File: src/rtl/wb_master_if.sv
// ----------------------------------------------------------------------------
// wb_master_if
//
// CPU-side bus master for the MIPS data or instruction port. A one-cycle
// memory request from the MEM stage is turned into a bus transaction that is
// held stable until the slave acknowledges. The pipeline is stalled while the
// transaction is in flight, and read data is returned to the MEM stage.
//
// Parameters
//   ADDR_W          bus/CPU address width
//   DATA_W          bus/CPU data width
//   TIMEOUT_CYCLES  BUSY cycles without ack before the transaction is aborted
//                   (0 disables the timeout)
//
// Ports
//   clk, rst       rising-edge clock, synchronous active-high reset
//   cpu_ce_i       request valid (only looked at in IDLE)
//   cpu_we_i       1 = write, 0 = read
//   cpu_addr_i     request address
//   cpu_data_i     write data
//   cpu_data_o     read data to the MEM stage (combinational)
//   stall_i        pipeline held by another source
//   flush_i        pipeline flush, aborts any request
//   stall_req_o    stall request to ctrl (combinational)
//   bus_err_o      one-cycle pulse after a timeout abort
//   bus_addr_o     registered bus address
//   bus_data_o     registered bus write data
//   bus_data_i     bus read data, valid with ack
//   bus_select_o   registered bus strobe/select
//   bus_we_o       registered bus write enable
//   bus_ack_i      slave acknowledge
// ----------------------------------------------------------------------------
module wb_master_if #(
    parameter int ADDR_W         = 32,
    parameter int DATA_W         = 32,
    parameter int TIMEOUT_CYCLES = 255
) (
    input  logic              clk,
    input  logic              rst,
    input  logic              cpu_ce_i,
    input  logic              cpu_we_i,
    input  logic [ADDR_W-1:0] cpu_addr_i,
    input  logic [DATA_W-1:0] cpu_data_i,
    output logic [DATA_W-1:0] cpu_data_o,
    input  logic              stall_i,
    input  logic              flush_i,
    output logic              stall_req_o,
    output logic              bus_err_o,
    output logic [ADDR_W-1:0] bus_addr_o,
    output logic [DATA_W-1:0] bus_data_o,
    input  logic [DATA_W-1:0] bus_data_i,
    output logic              bus_select_o,
    output logic              bus_we_o,
    input  logic              bus_ack_i
);

    // Counter is wide enough to hold TIMEOUT_CYCLES; keep at least one bit
    // so the design still elaborates when the timeout is disabled.
    localparam int CNT_W = (TIMEOUT_CYCLES > 0) ? $clog2(TIMEOUT_CYCLES + 1) : 1;
    localparam logic [CNT_W-1:0] CNT_LAST =
        CNT_W'((TIMEOUT_CYCLES > 0) ? (TIMEOUT_CYCLES - 1) : 0);
    localparam logic [CNT_W-1:0] CNT_MAX = {CNT_W{1'b1}};
    localparam logic TIMEOUT_EN = (TIMEOUT_CYCLES != 0);

    typedef enum logic [1:0] {
        IDLE       = 2'd0,
        BUSY       = 2'd1,
        WAIT_STALL = 2'd2
    } state_t;

    state_t              state_r;
    state_t              state_s;
    logic [DATA_W-1:0]   rd_buf_r;
    logic [DATA_W-1:0]   rd_buf_s;
    logic [CNT_W-1:0]    cnt_r;
    logic [CNT_W-1:0]    cnt_s;
    logic [ADDR_W-1:0]   bus_addr_s;
    logic [DATA_W-1:0]   bus_data_s;
    logic                bus_select_s;
    logic                bus_we_s;
    logic                bus_err_s;
    logic                timeout_hit_s;

    assign timeout_hit_s = TIMEOUT_EN && (cnt_r == CNT_LAST);

    // Next-state, next-register and combinational output logic.
    always_comb begin
        state_s      = state_r;
        rd_buf_s     = rd_buf_r;
        cnt_s        = cnt_r;
        bus_addr_s   = bus_addr_o;
        bus_data_s   = bus_data_o;
        bus_select_s = bus_select_o;
        bus_we_s     = bus_we_o;
        bus_err_s    = 1'b0;
        stall_req_o  = 1'b0;
        cpu_data_o   = {DATA_W{1'b0}};

        case (state_r)
            IDLE: begin
                if (cpu_ce_i && !flush_i) begin
                    bus_addr_s   = cpu_addr_i;
                    bus_data_s   = cpu_data_i;
                    bus_we_s     = cpu_we_i;
                    bus_select_s = 1'b1;
                    cnt_s        = {CNT_W{1'b0}};
                    stall_req_o  = 1'b1;
                    state_s      = BUSY;
                end else begin
                    state_s = IDLE;
                end
            end

            BUSY: begin
                // Flush wins over a same-cycle ack: the result is discarded.
                if (flush_i) begin
                    bus_select_s = 1'b0;
                    bus_we_s     = 1'b0;
                    rd_buf_s     = {DATA_W{1'b0}};
                    state_s      = IDLE;
                end else if (bus_ack_i) begin
                    bus_select_s = 1'b0;
                    bus_we_s     = 1'b0;
                    if (bus_we_o) begin
                        rd_buf_s = {DATA_W{1'b0}};
                    end else begin
                        rd_buf_s   = bus_data_i;
                        cpu_data_o = bus_data_i;
                    end
                    // Keep the read data visible while ctrl holds the pipe.
                    if (stall_i) begin
                        state_s = WAIT_STALL;
                    end else begin
                        state_s = IDLE;
                    end
                end else if (timeout_hit_s) begin
                    bus_select_s = 1'b0;
                    bus_we_s     = 1'b0;
                    bus_err_s    = 1'b1;
                    rd_buf_s     = {DATA_W{1'b0}};
                    state_s      = IDLE;
                end else begin
                    stall_req_o = 1'b1;
                    if (cnt_r != CNT_MAX) begin
                        cnt_s = cnt_r + {{(CNT_W-1){1'b0}}, 1'b1};
                    end else begin
                        cnt_s = cnt_r;
                    end
                end
            end

            WAIT_STALL: begin
                cpu_data_o = rd_buf_r;
                if (flush_i) begin
                    rd_buf_s = {DATA_W{1'b0}};
                    state_s  = IDLE;
                end else if (!stall_i) begin
                    state_s = IDLE;
                end else begin
                    state_s = WAIT_STALL;
                end
            end

            default: begin
                bus_select_s = 1'b0;
                bus_we_s     = 1'b0;
                state_s      = IDLE;
            end
        endcase
    end

    // State and registered bus outputs.
    always_ff @(posedge clk) begin
        if (rst) begin
            state_r      <= IDLE;
            rd_buf_r     <= {DATA_W{1'b0}};
            cnt_r        <= {CNT_W{1'b0}};
            bus_addr_o   <= {ADDR_W{1'b0}};
            bus_data_o   <= {DATA_W{1'b0}};
            bus_select_o <= 1'b0;
            bus_we_o     <= 1'b0;
            bus_err_o    <= 1'b0;
        end else begin
            state_r      <= state_s;
            rd_buf_r     <= rd_buf_s;
            cnt_r        <= cnt_s;
            bus_addr_o   <= bus_addr_s;
            bus_data_o   <= bus_data_s;
            bus_select_o <= bus_select_s;
            bus_we_o     <= bus_we_s;
            bus_err_o    <= bus_err_s;
        end
    end

endmodule
File: config.mk
export PLATFORM = sky130hd
export DESIGN_NAME = wb_master_if
export DESIGN_NICKNAME = d
export VERILOG_FILES = /design/src/rtl/wb_master_if.sv
export SDC_FILE = /design/constraint.sdc
export NUM_CORES = 1
export LEC_CHECK = 0
export BUFFER_PORTS_ARGS = -buffer_cell sky130_fd_sc_hd__buf_2
export CAP_MARGIN = 15
export CORE_MARGIN = 10
export CORE_UTILIZATION = 35
export CTS_CLUSTER_SIZE = 8
export DETAILED_ROUTE_END_ITERATION = 10
export SYNTH_ARGS = -nofsm -noshare
export SYNTH_HDL_FRONTEND = slang
export SYNTH_SLANG_ARGS = --single-unit
File: constraint.sdc
create_clock -name clk -period 2 [get_ports clk]
set_input_delay 0.2 -clock clk [delete_from_list [all_inputs] [get_ports clk]]
set_output_delay 0.2 -clock clk [all_outputs]
set_load 0.01 [all_outputs]
==> flow_metrics.tcl <==
set metrics [dict create \
    status "finished, final reports clean" \
    dr.pass1.iters 4 \
    postSynthCellCount 528 \
    die_h_um 133.8 \
    fillers 1245 \
    dpl.hpwl_um 10520 \
    synth_area_sq_um 4529 \
    hold_buffers 0 \
    clkTransAtPathRegs_ns 0.07 \
    wl_um 14530 \
    place.port_buffers 202 \
    period_minus_slack_ns 1.987 \
    synth_top_family_by_area "compound AO/OA/AOI/OAI gates" \
    period_share 0.9936 \
    critPathArrivalTime_ns 1.79 \
    hold_class "in2reg" \
    worst_pin_slew_ns 0.5075 \
    wl_per_cell_um 16.16 \
    crit_path_end_kind "primary output" \
    drive_above_1_share 0.3485 \
    ys_warn_count 0 \
    synthTopCellsByCount "nand2_1, dfxtp_1, a21oi_1, nor2b_1" \
    num_vias 4445 \
    fin_skew_ns 0.005176 \
    vdd_drop_max_v 0.0004878 \
    report.final.setup_viol 0 \
    cts_buffers 9 \
    grt_overflow 0 \
    yosysMostFrequentCell "nand2_1" \
    cts_root_buf "clkbuf_16" \
    cts_tree "done" \
    synthSimpleGateAreaFrac 0.2099 \
    syn_to_final_growth_pct 36.88 \
    hold_viol_final 0 \
    cts_htree_levels 3 \
    seqCellArea_sq_um 2187 \
    drt_iter0_markers 243 \
    fmaxAchievable_ghz 0.5032 \
    dieArea_sq_um 17890 \
    antenna_found_initial 1 \
    finalSetupTns_ns 0 \
    crit_fanout 4 \
    postLayoutCellArea_sq_um 6200 \
    core_sq_um 12670 \
    utilization 0.4893 \
    nets 830 \
    synth_edf_count 0 \
    placed_cell_area_sq_um 5731 \
    synth_seq_area_share 0.4818 \
    start_util 0.3575 \
    maxCapViolCount 0 \
    synth_cell_types 47 \
    hold_ws_ns 0.08208 \
    startpoint_type "flip-flop" \
    via_per_inst 4.944 \
    drc 0 \
    core.rowCount 41 \
    synthFlopType "dfxtp_1" \
    synth_top_area_frac 0.4818 \
    synthesis.nets 637 \
    routabilityCongestion 0.8470 \
    synth-seq-cells 109 \
    slew_headroom 0.6617 \
    p_total_mw 4.567 \
    place_ws_ns 0.1673 \
    grt_first_pass_wirelength_um 22940 \
    power_density_nw_per_um2 736.7 \
    synth_compound_area_frac 0.2390 \
    die_w_um 133.8 \
    grt_max_degree 52 \
    clock_path_buffers 2 \
    synthMuxAreaShare 0.004420 \
    synth_fa_ha_area_frac 0.01657 \
    setup_ws_ns 0.01272 \
    async_flop_share 0 \
    ios 203 \
    synth.area.top_cells "dfxtp_1, nand2_1, a21oi_1" \
    worstPathRequired_ns 1.80 \
    grt_pass1_vias 4419 \
    cts.sinks 109 \
    ant_nets 0 \
    multi_input_comb_area_sq_um 2171 \
    yosysTopAreaCell "dfxtp_1" \
    p_leak_nw 2.698 \
    finalMaxSlewViolations 0 \
    path_class "reg2out" \
    placed_cells 875 \
    grtUsageTotal 0.1552 \
    clkLatencyLatePin_ns 0.35 \
    rsz0062_at_grt "yes" \
    stdcell_count 899 \
    synth.avg_cell_area_sq_um 8.578 \
    synth_xor_area_frac 0 \
]
## timing repair
item	in CTS	in global routing
endpoints found under the setup margin	33	37
pin swaps	1	1
buffers inserted	3	1
cloned	2	1
resized for setup	12	6
## report_power, final
part	total [mW]	switching (mW)	internal, mW
clock network	1.80	0.793	1.01
registers	2.28	0.0353	2.24
logic	0.492	0.278	0.214
total	4.57	1.11	3.46
## routing by layer
metal | track usage | vias up | share of wire
li1 | - | 2222 | -
met1 | 0.1943 | 2014 | 0.43
met2 | 0.2365 | 193 | 0.45
met3 | 0.05789 | 16 | 0.097
met4 | 0.05985 | 0 | 0.017
met5 | 0 | - | 0
## final timing paths
path	start	endpoint	slack, ns	depth (start not counted)
worst min register to register	bus_addr_o[31]	bus_addr_o[31]	0.45	2
worst max register to register	state_r[1]	cnt_r[6]	0.21	7
worst max-delay path	state_r[1]	cpu_data_o[25]	0.01	9
worst min-delay path	cpu_data_i[24]	bus_data_o[24]	0.08	3
## state kept, by name (all words and copies together), names as in the netlist
name	flops
bus_err_o	1
state_r	2
cnt_r	8
bus_select_o	1
rd_buf_r	32
bus_we_o	1
bus_data_o	32
bus_addr_o	32
## layout make-up
cell class              instances  share of cell area
inverters                       9            0.005449
clock buffers                  11             0.03915
diodes                          1           0.0004036
well taps                     172             0.03471
clock inverters                 5            0.009687
flip-flops and latches        109              0.3528
repair buffers                223              0.2077
multi-input cells             369              0.3502
## placed cells by master (no fill, tap or decap), types with 5 or more instances in the layout
cell | netlist | final
buf_2 | 16 | 202
nand2_1 | 135 | 134
dfxtp_1 | 109 | 107
a21oi_1 | 70 | 69
nor2b_1 | 33 | 33
a22oi_1 | 32 | 32
a22o_1 | 32 | 32
buf_4 | 3 | 11
clkbuf_16 | 0 | 10
inv_1 | 9 | 8
nor2_1 | 7 | 7
nand3_1 | 5 | 5
o21ai_0 | 5 | 5
## worst max-delay path, cell delays in order (launching register included)
cell       delay [ns]
dfxtp_2          0.33
inv_2            0.07
ha_4             0.14
nand2_4          0.05
nor3_4           0.19
buf_6            0.17
clkbuf_16        0.14
a22oi_1          0.06
nor2b_1          0.14
buf_2            0.15
## cells by family (layout without fill, tap and decap cells)
family                   Yosys count  in the layout
AND/OR/NAND/NOR                  201            201
flip-flops                       109            109
other                              0              1
buffers and inverters             50            248
multiplexers                       2              2
adder cells (fa/ha/maj)            6              6
AO/OA/AOI/OAI                    160            160
No activity file was read; power rests on OpenSTA's default activity.
